[src/rtl/cpu_types_pkg.sv]
// Shared CPU-side type definitions: RAM status encoding and arbiter FSM states.
package cpu_types_pkg;

    typedef enum logic [1:0] {
        FREE   = 2'd0,
        BUSY   = 2'd1,
        ACCESS = 2'd2,
        ERROR  = 2'd3
    } ramstate_t;

    typedef enum logic [1:0] {
        IDLE   = 2'd0,
        DGRANT = 2'd1,
        IGRANT = 2'd2,
        FAULT  = 2'd3
    } arbstate_t;

endpackage

[src/rtl/memory_arbiter.sv]
// Two-requester (instruction/data) arbiter for a single RAM port with data priority,
// one-shot instruction fairness after a data transfer, grant timeout and sticky fault.
module memory_arbiter
    import cpu_types_pkg::*;
#(
    parameter int unsigned TIMEOUT = 64
) (
    input  logic        CLK,
    input  logic        RST,
    input  logic        iREN,
    input  logic [31:0] iaddr,
    output logic        iwait,
    output logic [31:0] iload,
    input  logic        dREN,
    input  logic        dWEN,
    input  logic [31:0] daddr,
    input  logic [31:0] dstore,
    output logic        dwait,
    output logic [31:0] dload,
    output logic        ramREN,
    output logic        ramWEN,
    output logic [31:0] ramaddr,
    output logic [31:0] ramstore,
    input  logic [31:0] ramload,
    input  ramstate_t   ramstate,
    output logic        err
);

    localparam int unsigned CW = (TIMEOUT > 1) ? $clog2(TIMEOUT) : 1;
    localparam logic [CW-1:0] LAST = CW'(TIMEOUT - 1);

    arbstate_t     state_q, state_d;
    logic [CW-1:0] count_q, count_d;
    logic          ifirst_q, ifirst_d;
    logic          dreq;

    always_ff @(posedge CLK) begin
        if (RST) begin
            state_q  <= IDLE;
            count_q  <= '0;
            ifirst_q <= 1'b0;
        end else begin
            state_q  <= state_d;
            count_q  <= count_d;
            ifirst_q <= ifirst_d;
        end
    end

    always_comb begin
        state_d  = state_q;
        count_d  = count_q;
        ifirst_d = ifirst_q;
        dreq     = dREN | dWEN;
        ramREN   = 1'b0;
        ramWEN   = 1'b0;
        ramaddr  = '0;
        ramstore = '0;
        iwait    = iREN;
        dwait    = dreq;
        iload    = '0;
        dload    = '0;

        unique case (state_q)
            IDLE: begin
                count_d = '0;
                // A pending fairness token hands the next slot to the instruction side.
                if (dreq && !(ifirst_q && iREN)) begin
                    state_d  = DGRANT;
                    ifirst_d = 1'b0;
                end else if (iREN) begin
                    state_d  = IGRANT;
                    ifirst_d = 1'b0;
                end
            end

            DGRANT: begin
                ramaddr  = daddr;
                ramstore = dstore;
                ramREN   = dREN & ~dWEN;
                ramWEN   = dWEN;
                if (!dreq) begin
                    state_d = IDLE;
                end else if (ramstate == ACCESS) begin
                    state_d  = IDLE;
                    ifirst_d = iREN;
                    if (!RST) begin
                        dwait = 1'b0;
                        dload = ramload;
                    end
                end else if (ramstate == ERROR || count_q == LAST) begin
                    state_d = FAULT;
                end else begin
                    count_d = count_q + CW'(1);
                end
            end

            IGRANT: begin
                ramaddr = iaddr;
                ramREN  = iREN;
                if (!iREN) begin
                    state_d = IDLE;
                end else if (ramstate == ACCESS) begin
                    state_d = IDLE;
                    if (!RST) begin
                        iwait = 1'b0;
                        iload = ramload;
                    end
                end else if (ramstate == ERROR || count_q == LAST) begin
                    state_d = FAULT;
                end else begin
                    count_d = count_q + CW'(1);
                end
            end

            FAULT: begin
                state_d = FAULT;
            end

            default: begin
                state_d = IDLE;
            end
        endcase
    end

    assign err = (state_q == FAULT);

endmodule

[config.mk]
export PLATFORM = sky130hd
export DESIGN_NAME = memory_arbiter
export DESIGN_NICKNAME = d
export VERILOG_FILES = /design/src/rtl/cpu_types_pkg.sv /design/src/rtl/memory_arbiter.sv
export SDC_FILE = /design/constraint.sdc
export NUM_CORES = 1
export LEC_CHECK = 0
export CORE_AREA = 4 4 101 103
export DETAILED_ROUTE_END_ITERATION = 10
export DIE_AREA = 0 0 105 107
export GPL_ROUTABILITY_DRIVEN = 0
export GPL_TIMING_DRIVEN = 0
export PLACE_DENSITY = 0.72
export SLEW_MARGIN = 20
export SYNTH_ARGS = -nofsm -noshare
export SYNTH_HDL_FRONTEND = slang
export SYNTH_SLANG_ARGS = --single-unit
[constraint.sdc]
create_clock -name CLK -period 2 [get_ports CLK]
set_clock_uncertainty 0.15 [all_clocks]
set_input_delay 0.4 -clock CLK [delete_from_list [all_inputs] [get_ports CLK]]
set_output_delay 0.4 -clock CLK [all_outputs]
set_load 0.005 [all_outputs]
After elaboration in Yosys (flattened, before gate mapping)
Cells that the tools add are included.
Cells by class
  add/sub/neg operators: 1
  $mul: 0
  divide/modulo/power cells: 0
  order comparisons: 0
  equal/unequal tests: 10
  shifts and indexed selects: 0
  mux-type cells: 33
  bitwise operators: 3
  reduce and logical (&&, ||, !) cells: 9
Operator list (number)
  $mux 32: 7
  $pmux 32 s2: 1
  $mux 6: 4
  $pmux 6 s3: 1
  $mux 2: 6
  $mux 1: 11
  $eq 2x2->1 const B: 4
  $pmux 2 s4: 1
  $add 6x1->6 const B: 1
  $eq 6x6->1 const B: 1
  $ne 2x2->1 const B: 3
  $pmux 1 s2: 2
  $reduce_and 4->1: 1
  $ne 3x3->1 const B: 1
  $reduce_and 3->1: 1
  $reduce_bool 3->1: 1
  $eq 2x1->1 const B: 1
  $logic_and 1x1->1: 2
  $logic_not 2->1: 1
  $reduce_bool 2->1: 1
  $and 1x1->1: 1
  $logic_not 1->1: 1
  $logic_or 1x1->1: 1
  $not 1->1: 1
  $or 1x1->1: 1
Word-level totals
  flip-flop bits (word level): 9
  bits in latches: 0
  bits in writable memories: 0
  ROM bits: 0
  input port bits: 135
  output and inout port bits: 133
  word-level logic and storage cells: 59
  memories: 0

Longest topological paths before layout
Gate-level depths: netlist of run 1.
  depth after elaboration: 6
  gate-level depth with buffers: 8
  gate-level depth less buffers: 6

Least setup slack after synthesis of run 1
Ideal clock, no wire load.
  path type: flip-flop to flip-flop
  from: reg state_q[0]
  to: reg count_q[3]
  setup time: 0.070 ns
  data arrival time: 1.950 ns
  data required time: 1.780 ns
  path slack: -0.170 ns
  cell stages (with the launch flop): 9
  buffers on the path: 2
  period minus slack after synthesis: 2.170 ns
  cells stage by stage: dfxtp_1 inv_1 ha_1 buf_2 and2b_1 or3_1 buf_2 or4_1 a21boi_1
Between the ends
  longest elaborated chain between the ends: 3
  elaborated cells on any way between the ends: 8
  those cells by class: eq/ne: 4; mux: 1; reduce/logical: 3
Ends and longest elaborated chain
  from (decl): RTL line memory_arbiter.sv:32  | arbstate_t state_q, state_d;
  from (signal assigned): RTL line memory_arbiter.sv:43  | state_q <= state_d;
  $eq 2x1->1, or another cell as far along: RTL line memory_arbiter.sv:63  | unique case (state_q)
  $ne 2x2->1 (no line) or $reduce_bool 3->1 (tied branches)
  $reduce_and 3->1 (no line)
  to (signal assigned): RTL line memory_arbiter.sv:44  | count_q <= count_d;
  to (decl): RTL line memory_arbiter.sv:33  | logic [CW-1:0] count_q, count_d;
Parallel ways exist; a longest one is shown, timed or not.
A chain may end at the register's enable or synchronous reset.

Worst setup path after layout of run 1
  from: reg state_q[0]
  to: out iload[7]
Between the ends
  longest elaborated chain between the ends: 2
Ends and longest elaborated chain
  $eq 2x2->1: RTL line memory_arbiter.sv:63
  $mux 32: RTL line memory_arbiter.sv:63
  to (decl): RTL line memory_arbiter.sv:13  | output logic [31:0] iload,
Every way passes these cells.

==> results of run 1 <==
[cell families (layout without fill, tap and decap cells)]
kind of cell	Yosys count	count (layout)	share of synthesized area [%]
and+or+nand+nor	163	163	55.27
adders and majority gates	5	5	3.489
muxes	1	1	0.5583
AOI/OAI and AO/OA	61	61	24.42
DFF	9	9	10.05
buffers and inverters	27	358	6.210
[final timing paths]
path	from	endpoint	slack, ns	depth (start not counted)
worst max-delay path	state_q[0]	iload[7]	-0.27	9
worst min-delay path	RST	count_q[1]	0.33	2
worst max register to register	state_q[1]	count_q[3]	-0.16	8
worst min register to register	ifirst_q	ifirst_q	0.33	2
[critical path, delay by kind of cell, from the launching register on]
family	cells	cell delay [ns]
AND/OR/NAND/NOR	3	0.40
flip-flops	1	0.36
adder cells (fa/ha/maj)	1	0.18
buffers and inverters	5	0.55
[placed cells by master, fill, tap and decap left out, types with 6 or more instances in the layout]
cell	instances
nand2_1	6
nor2b_1	15
a22oi_2	32
clkbuf_8	7
and2_4	77
buf_4	22
a21oi_1	6
and2_1	20
buf_8	26
dfxtp_1	7
buf_6	103
nor2b_4	11
nor2b_2	7
buf_2	52
clkdlybuf4s50_1	128
[cell type report]
cell class | count | area [sq um] | share of cell area [%]
clock buffers | 4 | 45.04 | 0.7481
well taps | 111 | 138.9 | 2.307
inverters | 4 | 20.02 | 0.3325
repair buffers | 331 | 3203 | 53.20
flip-flops and latches | 9 | 187.7 | 3.117
plain buffers | 19 | 329.1 | 5.466
multi-input cells | 230 | 2097 | 34.83
[routing by layer]
metal | GRT usage, % | wire length [um]
met1 | 23.66 | 4968
met2 | 43.63 | 7497
met3 | 6.743 | 1264
met4 | 7.685 | 409
met5 | 0 | 0
[cells in the mapped netlist (all sizes together) (2+ instances only)]
| library cell | count |
|---|---|
| and2 | 97 |
| nor2b | 33 |
| a22oi | 32 |
| clkbuf | 20 |
| dfxtp | 9 |
| nand2 | 8 |
| a21oi | 7 |
| a21boi | 5 |
| ha | 5 |
| inv | 4 |
| nand3 | 4 |
| nor2 | 4 |
| o21ai | 4 |
| buf | 3 |
| nor3 | 3 |
| o31ai | 3 |
| nand2b | 2 |
| nand4 | 2 |
| nor3b | 2 |
| or3 | 2 |
| or4 | 2 |
[flip-flops by register name, summed over array words and instances (netlist names)]
register,cells
ifirst_q,1
state_q,2
count_q,6
[per-stage QoR]
step                power [uW]    TNS, ns  instances  hold WS [ns]  cell area, sq um
floorplan                 1253  -0.004196        266        0.2856              1829
global placement          2437    -124.51        644        0.3085              4641
detailed placement        2462    -127.26        644        0.3173              4641
CTS                       3866     -17.67        694        0.3138              5564
global route              4546     -24.95        708        0.3453              6021
finish                    4313     -19.27        708        0.3291              6021
[where the power goes]
part / switching (uW) / internal, uW / leakage (uW) / total [uW]
Combinational: 1460 / 2380 / 0.00261 / 3840
Clock: 80.3 / 140 / 0.0000228 / 220
Sequential: 38.2 / 213 / 0.0000743 / 252
Total: 1580 / 2730 / 0.00271 / 4310
[timing repair]
| item | 4_1_cts | 5_1_grt |
|---|---|---|
| pin swaps | 80 | 24 |
| gates cloned | 16 | 0 |
| gates resized for setup | 793 | 125 |
| buffers inserted | 32 | 23 |
| setup endpoints to repair | 137 | 138 |
==> results.json, run 1 <==
{
  "status": "complete, but fails checks",
  "violations": "setup timing",
  "crit_type": "flip-flop to output pin",
  "core_sq_um": 9196,
  "overflow": 0,
  "setup_viol": 117,
  "drt-total-wl_mm": 14.14,
  "min_period_ns": 2.272,
  "dp_slack_ns": -1.567,
  "netlist_area_sq_um": 1793,
  "grt_pass1_wl_mm": 20.62,
  "yosysSeqAreaShare_pct": 10.05,
  "setup_ws_ns": -0.2715,
  "synthArstFlopShare_pct": 0,
  "max_clock_freq_ghz": 0.4402,
  "irDropWorstVdd_v": 0.0003333,
  "p_leak_uw": 0.002708,
  "root_buffer": "clkbuf_8",
  "start_kind": "flip-flop",
  "syn2layout_area_growth_pct": 235.8,
  "vias": 3367,
  "hp-class": "input port to flip-flop",
  "antenna_cells_inserted": 0,
  "cts_max_level": 1,
  "grtUsageTotal_pct": 22.83,
  "syn_nets": 406,
  "dieArea_sq_um": 11240,
  "synth-main-ff-cell": "dfxtp_1",
  "end_kind": "output pin",
  "fp.dieW_um": 105,
  "yosys.cell_types.count": 38,
  "max_slew.worst_pin.slew_ns": 0.3430,
  "final_util_pct": 65.47,
  "path_clk_slew_ns": 0.05,
  "firstDrtPassIters": 4,
  "pin_count": 268,
  "row_count": 35,
  "yosysWarnings": 0,
  "grt_pass1_vias": 3784,
  "crit_arrival_ns": 1.72,
  "layout-drive-gt1-share_pct": 61.98,
  "relSlewSlack_pct": 77.13,
  "power.density_nw_per_um2": 716.4,
  "synth.avg_cell_area_sq_um": 6.740,
  "cts_tree": "built",
  "filler_cell_count": 721,
  "grt_antenna_before_repair": 0,
  "clock_latency_ns": 0.24,
  "die_h_um": 107,
  "slowest_stage": "dfxtp_4",
  "synth_edf_count": 0,
  "wl_per_cell_um": 19.97,
  "required_ns": 1.45,
  "crit_top_cell": "buf_6",
  "synth_area_leaders": "and2_1 34%, a22oi_1 13%, nor2b_1 12%",
  "drtIter0Drc": 105,
  "ys_ff_latch": 9,
  "ant_nets": 0,
  "synth_top_area_share_pct": 33.85,
  "cp_max_fo": 7,
  "cts_sinks": 9,
  "hold_buffers": 0,
  "crit_path_cell_trace": "inv_4, ha_4, nand2_4, nor3_4, buf_6, buf_8, buf_6, and2_4, buf_6",
  "drc": 0,
  "synth_top_cell_by_area": "and2_1",
  "port_buffers": 267,
  "nNetsFinal": 738,
  "dp_hpwl_mm": 9.808,
  "clockBufferDepth": 2,
  "cts_inserted_buffers": 3,
  "cpPeakStageDelay_ns": 0.36,
  "fin_crit_sh_pct": 113.6,
  "start_util_pct": 19.50,
  "vias_per_cell": 4.756,
  "grt_max_degree": 11,
  "rsz0062_at_grt": "true",
  "slew_violations": 0,
  "syn_inst": 266,
  "final_hold_viol_count": 0,
  "cap_violations": 0
}
Power figures use the tool's default switching activity.
==> run 2: changes to the inputs <==
ABC_CLOCK_PERIOD_IN_PS = 2000   (was unset)
==> results of run 2 <==
Same layout as run 1: the final DEF is identical, and so are final timing and power.
==> run 3: changes to the inputs <==
GPL_ROUTABILITY_DRIVEN = unset   (was 0)
==> results of run 3 <==
Same layout as run 1: the final DEF is identical, and so are final timing and power.
